### config.mk
export PLATFORM = sky130hd
export DESIGN_NAME = memory_arbiter
export DESIGN_NICKNAME = d
export VERILOG_FILES = /design/src/rtl/memory_arbiter_pkg.sv /design/src/rtl/memory_arbiter_rr_select.sv /design/src/rtl/memory_arbiter.sv
export SDC_FILE = /design/constraint.sdc
export NUM_CORES = 1
export LEC_CHECK = 0
export CAP_MARGIN = 20
export CORE_UTILIZATION = 30
export DETAILED_ROUTE_END_ITERATION = 12
export PLACE_DENSITY_LB_ADDON = 0.15
export SLEW_MARGIN = 40
export SYNTH_ARGS = -nofsm -noshare
export SYNTH_HDL_FRONTEND = slang
export SYNTH_SLANG_ARGS = --single-unit
### constraint.sdc
create_clock -name clk_sys -period 2.57 [get_ports clk_sys]
set_clock_uncertainty 0.1 [all_clocks]
set_input_delay 0.514 -clock clk_sys [delete_from_list [all_inputs] [get_ports clk_sys]]
set_output_delay 0.514 -clock clk_sys [all_outputs]
set_load 0.03 [all_outputs]
### src/rtl/memory_arbiter_pkg.sv
// Shared types and constants for the two-port memory arbiter.
// Imported by the arbiter top and its winner-select helper.
package memory_arbiter_pkg;

    typedef enum logic [1:0] {
        IDLE,
        ISSUE,
        WAIT
    } arb_state_t;

    localparam logic PORT_CPU = 1'b0;
    localparam logic PORT_LDR = 1'b1;

    localparam int MAX_READ_LATENCY = 4;
    localparam int LAT_W = $clog2(MAX_READ_LATENCY + 1);

    typedef logic [LAT_W-1:0] lat_cnt_t;

    typedef struct packed {
        logic        we;
        logic [15:0] addr;
        logic [7:0]  wdata;
    } mem_cmd_t;

endpackage

### src/rtl/memory_arbiter_rr_select.sv
// Two-way winner select: round-robin on the last grant, or
// fixed priority to the CPU port when FIXED_PRIORITY is set.
module rr_select_2
    import memory_arbiter_pkg::*;
#(
    parameter int FIXED_PRIORITY = 0
) (
    input  logic [1:0] req,
    input  logic       last_gnt,
    output logic       winner,
    output logic       any_req
);

    always_comb begin
        any_req = |req;
        winner  = PORT_CPU;
        unique case (req)
            2'b11: begin
                if (FIXED_PRIORITY != 0) winner = PORT_CPU;
                else                     winner = ~last_gnt;
            end
            2'b10:   winner = PORT_LDR;
            default: winner = PORT_CPU;
        endcase
    end

endmodule

### src/rtl/memory_arbiter.sv
// Shares one single-port byte memory between the 6502 core (port 0)
// and the debug loader (port 1): one command per grant, then read wait.
module memory_arbiter
    import memory_arbiter_pkg::*;
#(
    parameter int READ_LATENCY   = 1,
    parameter int FIXED_PRIORITY = 0
) (
    input  logic        clk_sys,
    input  logic        reset_n,
    input  logic        p0_req,
    input  logic        p0_we,
    input  logic [15:0] p0_addr,
    input  logic [7:0]  p0_wdata,
    output logic        p0_gnt,
    output logic        p0_rvalid,
    output logic [7:0]  p0_rdata,
    input  logic        p1_req,
    input  logic        p1_we,
    input  logic [15:0] p1_addr,
    input  logic [7:0]  p1_wdata,
    output logic        p1_gnt,
    output logic        p1_rvalid,
    output logic [7:0]  p1_rdata,
    output logic        mem_en,
    output logic        mem_we,
    output logic [15:0] mem_addr,
    output logic [7:0]  mem_wdata,
    input  logic [7:0]  mem_rdata
);

    arb_state_t state;
    arb_state_t state_next;
    lat_cnt_t   cnt;
    lat_cnt_t   cnt_next;
    mem_cmd_t   cmd_q;
    mem_cmd_t   cmd_sel;
    logic       owner;
    logic       last_gnt;
    logic       sel;
    logic       any_req;
    logic       capture;
    logic       issue;
    logic [1:0] rvalid_q;
    logic [7:0] rdata0_q;
    logic [7:0] rdata1_q;

    rr_select_2 #(
        .FIXED_PRIORITY(FIXED_PRIORITY)
    ) u_sel (
        .req      ({p1_req, p0_req}),
        .last_gnt (last_gnt),
        .winner   (sel),
        .any_req  (any_req)
    );

    always_comb begin
        if (sel == PORT_LDR) cmd_sel = '{p1_we, p1_addr, p1_wdata};
        else                 cmd_sel = '{p0_we, p0_addr, p0_wdata};
    end

    always_comb begin
        state_next = state;
        cnt_next   = cnt;
        capture    = 1'b0;
        case (state)
            IDLE: begin
                if (any_req) state_next = ISSUE;
            end
            ISSUE: begin
                if (cmd_q.we) begin
                    state_next = IDLE;
                end else begin
                    state_next = WAIT;
                    cnt_next   = lat_cnt_t'(READ_LATENCY);
                end
            end
            WAIT: begin
                // count 1 marks the cycle douta is valid
                if (cnt == lat_cnt_t'(1)) begin
                    capture    = 1'b1;
                    state_next = IDLE;
                end else begin
                    cnt_next = cnt - lat_cnt_t'(1);
                end
            end
            default: state_next = IDLE;
        endcase
    end

    always_ff @(posedge clk_sys or negedge reset_n) begin
        if (!reset_n) begin
            state    <= IDLE;
            cnt      <= '0;
            cmd_q    <= '0;
            owner    <= PORT_CPU;
            last_gnt <= PORT_LDR;
            rvalid_q <= '0;
            rdata0_q <= '0;
            rdata1_q <= '0;
        end else begin
            state    <= state_next;
            cnt      <= cnt_next;
            rvalid_q <= '0;
            if (state == IDLE && any_req) begin
                cmd_q    <= cmd_sel;
                owner    <= sel;
                last_gnt <= sel;
            end
            if (capture) begin
                if (owner == PORT_LDR) begin
                    rvalid_q[1] <= 1'b1;
                    rdata1_q    <= mem_rdata;
                end else begin
                    rvalid_q[0] <= 1'b1;
                    rdata0_q    <= mem_rdata;
                end
            end
        end
    end

    assign issue     = (state == ISSUE);
    assign mem_en    = issue;
    assign mem_we    = issue & cmd_q.we;
    assign mem_addr  = cmd_q.addr;
    assign mem_wdata = cmd_q.wdata;

    assign p0_gnt    = issue & (owner == PORT_CPU);
    assign p1_gnt    = issue & (owner == PORT_LDR);
    assign p0_rvalid = rvalid_q[0];
    assign p1_rvalid = rvalid_q[1];
    assign p0_rdata  = rdata0_q;
    assign p1_rdata  = rdata1_q;

endmodule

==> impl_metrics.toml <==
[sta]
finalCriticalPeriod_ns = 2.47
finalSetupViolCount = 0
worst_pin_slew_ns = 0.646
post-route-period-util = 0.962
rsz0062_at_grt = "false"
relSlewSlack = 0.566
max_freq_mhz = 405
hold_viol = 0
tns_ns = 0
drv_slew = 0

[cts]
ctsLongestPathBuffers = 2
tritoncts = "yes"
cts_made_buffers = 5
cts_htree_levels = 2
path_clk_slew_ns = 0.11
cts_hold_buf = 0
postCtsSetupRepairBufs = 0
cts_num_sinks = 50
cts_resized = 0
clk_latency_ns = 0.30
cts-root-buf = "clkbuf_8"

[floorplanning]
fp.dieH_microns = 92.2
std_cell_rows = 32
dieArea_sq_mm = 0.00851
coreArea_sq_mm = 0.00781
die_w_microns = 92.2
initial_core_util = 0.313
ios = 108

[finish]
final_nets = 395
drive_gt1_frac = 0.116
mostFrequentLayoutCells = "clkdlybuf4s50_1, a21oi_1, dfrtp_1"
syn2layout_area_growth_pct = 44.8
layout_commonest_cell = "clkdlybuf4s50_1"
n_antenna_cell = 0

[global_route]
antenna_found_initial = 0
grt_pass1_wl_microns = 9980
track_usage = 0.150
grt_start_max_net_pins = 27
grt_pass1_vias = 2041
grt-ovfl-total = 0

[synth]
synth_edf_count = 0
yosysSeqAreaShare = 0.513
ys_async_sr_fraction = 1.00
yosysWarnings = 0
ys.flop_type = "dfrtp_1"
syn_nets = 310
synth_cell_type_count = 30
syn_area_per_cell_sq_um = 10.1
syn_area_sq_mm = 0.00244
synthCells = 243
yosys_register_bits = 50

[drt]
wl_microns = 5970
wl_per_cell_microns = 13.9
first_pass_iters = 4
vias = 1963
drc_errors = 0
viasPerCell = 4.55
antenna_left = 0
drt-initial-drc-count = 63

[hold_path]
min_path_type = "input pin to async pin"

[critical_path]
reg2reg_from = "state[0]$_DFFE_PN0P_"
reg2regPathDepth = 5
r2r_end = "p0_rdata[6]$_DFFE_PN0P_"
r2r_slack_ns = 0.67
crit_type = "flip-flop to output port"
startpoint = "state[1]$_DFFE_PN0P_"
crit_path_end = "p1_gnt"
critPathCaptureType = "output port"
cp-start-kind = "flip-flop"
arrival_ns = 1.86
worstPathMaxFanout = 6
crit_required_ns = 1.96

[power]
ir_drop_v = 0.000738
power_density_mw_per_mm2 = 1260
p_leak_nw = 1.50
fin_total_pwr_mw = 4.47

[status]
status = "complete, no violations"

[placement]
place.detailed.hpwl_microns = 4260
port_buffers = 107
gp_congestion = 0.721

[job]
drv_cap = 0
[cell usage after synthesis (2+ instances only)]
cell	count	area [sq um]
ha_1	5	62.6
a31oi_1	2	12.5
nor2_1	26	97.6
nand2_1	26	97.6
mux2_2	16	180
nand2b_1	2	12.5
buf_2	7	35.0
and2_1	3	18.8
inv_1	6	22.5
dfrtp_1	49	1230
buf_4	29	218
a22o_1	2	17.5
a21oi_1	53	265
[metal layers]
layer  track usage  vias up  wire, microns
li1              -      965              -
met1         0.196      924           2760
met2         0.247       69           2770
met3        0.0373        5            384
met4        0.0391        0             66
met5             0        -              0
[worst max-delay path: stages, from the launching register on]
cell             delay, ns
dfrtp_1               0.39
inv_1                 0.10
ha_1                  0.24
and2_1                0.16
clkdlybuf4s50_1       0.66
[final cells by class]
type | count | area, sq um
multi-input cells | 151 | 915
clock buffers | 5 | 68.8
inverters | 6 | 22.5
clock inverters | 3 | 28.8
fillers | 753 | 4270
well taps | 102 | 128
flip-flops and latches | 50 | 1250
repair buffers | 114 | 1120
[worst min-delay path by stage]
stage / depth (start not counted) / slack [ns] / to
5_1_grt: 1 / 0.03 / mem_wdata[0]$_DFFE_PN0P_
3_5_place_dp: 1 / 0.38 / mem_addr[0]$_DFFE_PN0P_
4_1_cts: 1 / 0.03 / mem_wdata[2]$_DFFE_PN0P_
6_report: 1 / 0.02 / mem_wdata[0]$_DFFE_PN0P_
3_3_place_gp: 1 / 0.38 / mem_addr[0]$_DFFE_PN0P_
2_1_floorplan: 0 / 0.12 / cmd_q[24]$_DFFE_PN0P_
[registers in the layout, indices dropped and copies added, names as in the netlist]
| register | flops |
|---|---|
| p0_rdata | 8 |
| rvalid_q | 2 |
| cmd_q | 1 |
| mem_addr | 16 |
| last_gnt | 1 |
| mem_wdata | 8 |
| state | 2 |
| p1_rdata | 8 |
| cnt | 3 |
| owner | 1 |
[where the power goes]
group | switching, mW | internal, mW
combinational | 1.48 | 1.12
sequential | 0.205 | 1.16
clock | 0.300 | 0.204
[cells by family (layout without fill, tap and decap cells)]
family,count (synthesis),count (layout),share of synthesized area
simple gates,63,63,0.116
flops,50,50,0.513
mux,17,17,0.0779
fa+ha+maj,5,5,0.0256
buf+inv,42,128,0.113
compound gates,66,66,0.155
[per-stage QoR]
step	util	setup slack (ns)	hold slack, ns	area (sq um)	std cells
floorplan	-	0.609	0.118	2440	243
global placement	0.440	0.445	0.378	3440	423
detailed placement	0.440	0.400	0.377	3440	423
CTS	0.453	0.0746	0.0314	3530	431
global route	0.453	0.0215	0.0342	3540	431
finish	0.453	0.0989	0.0208	3540	431
Power figures use the tool's default switching activity.
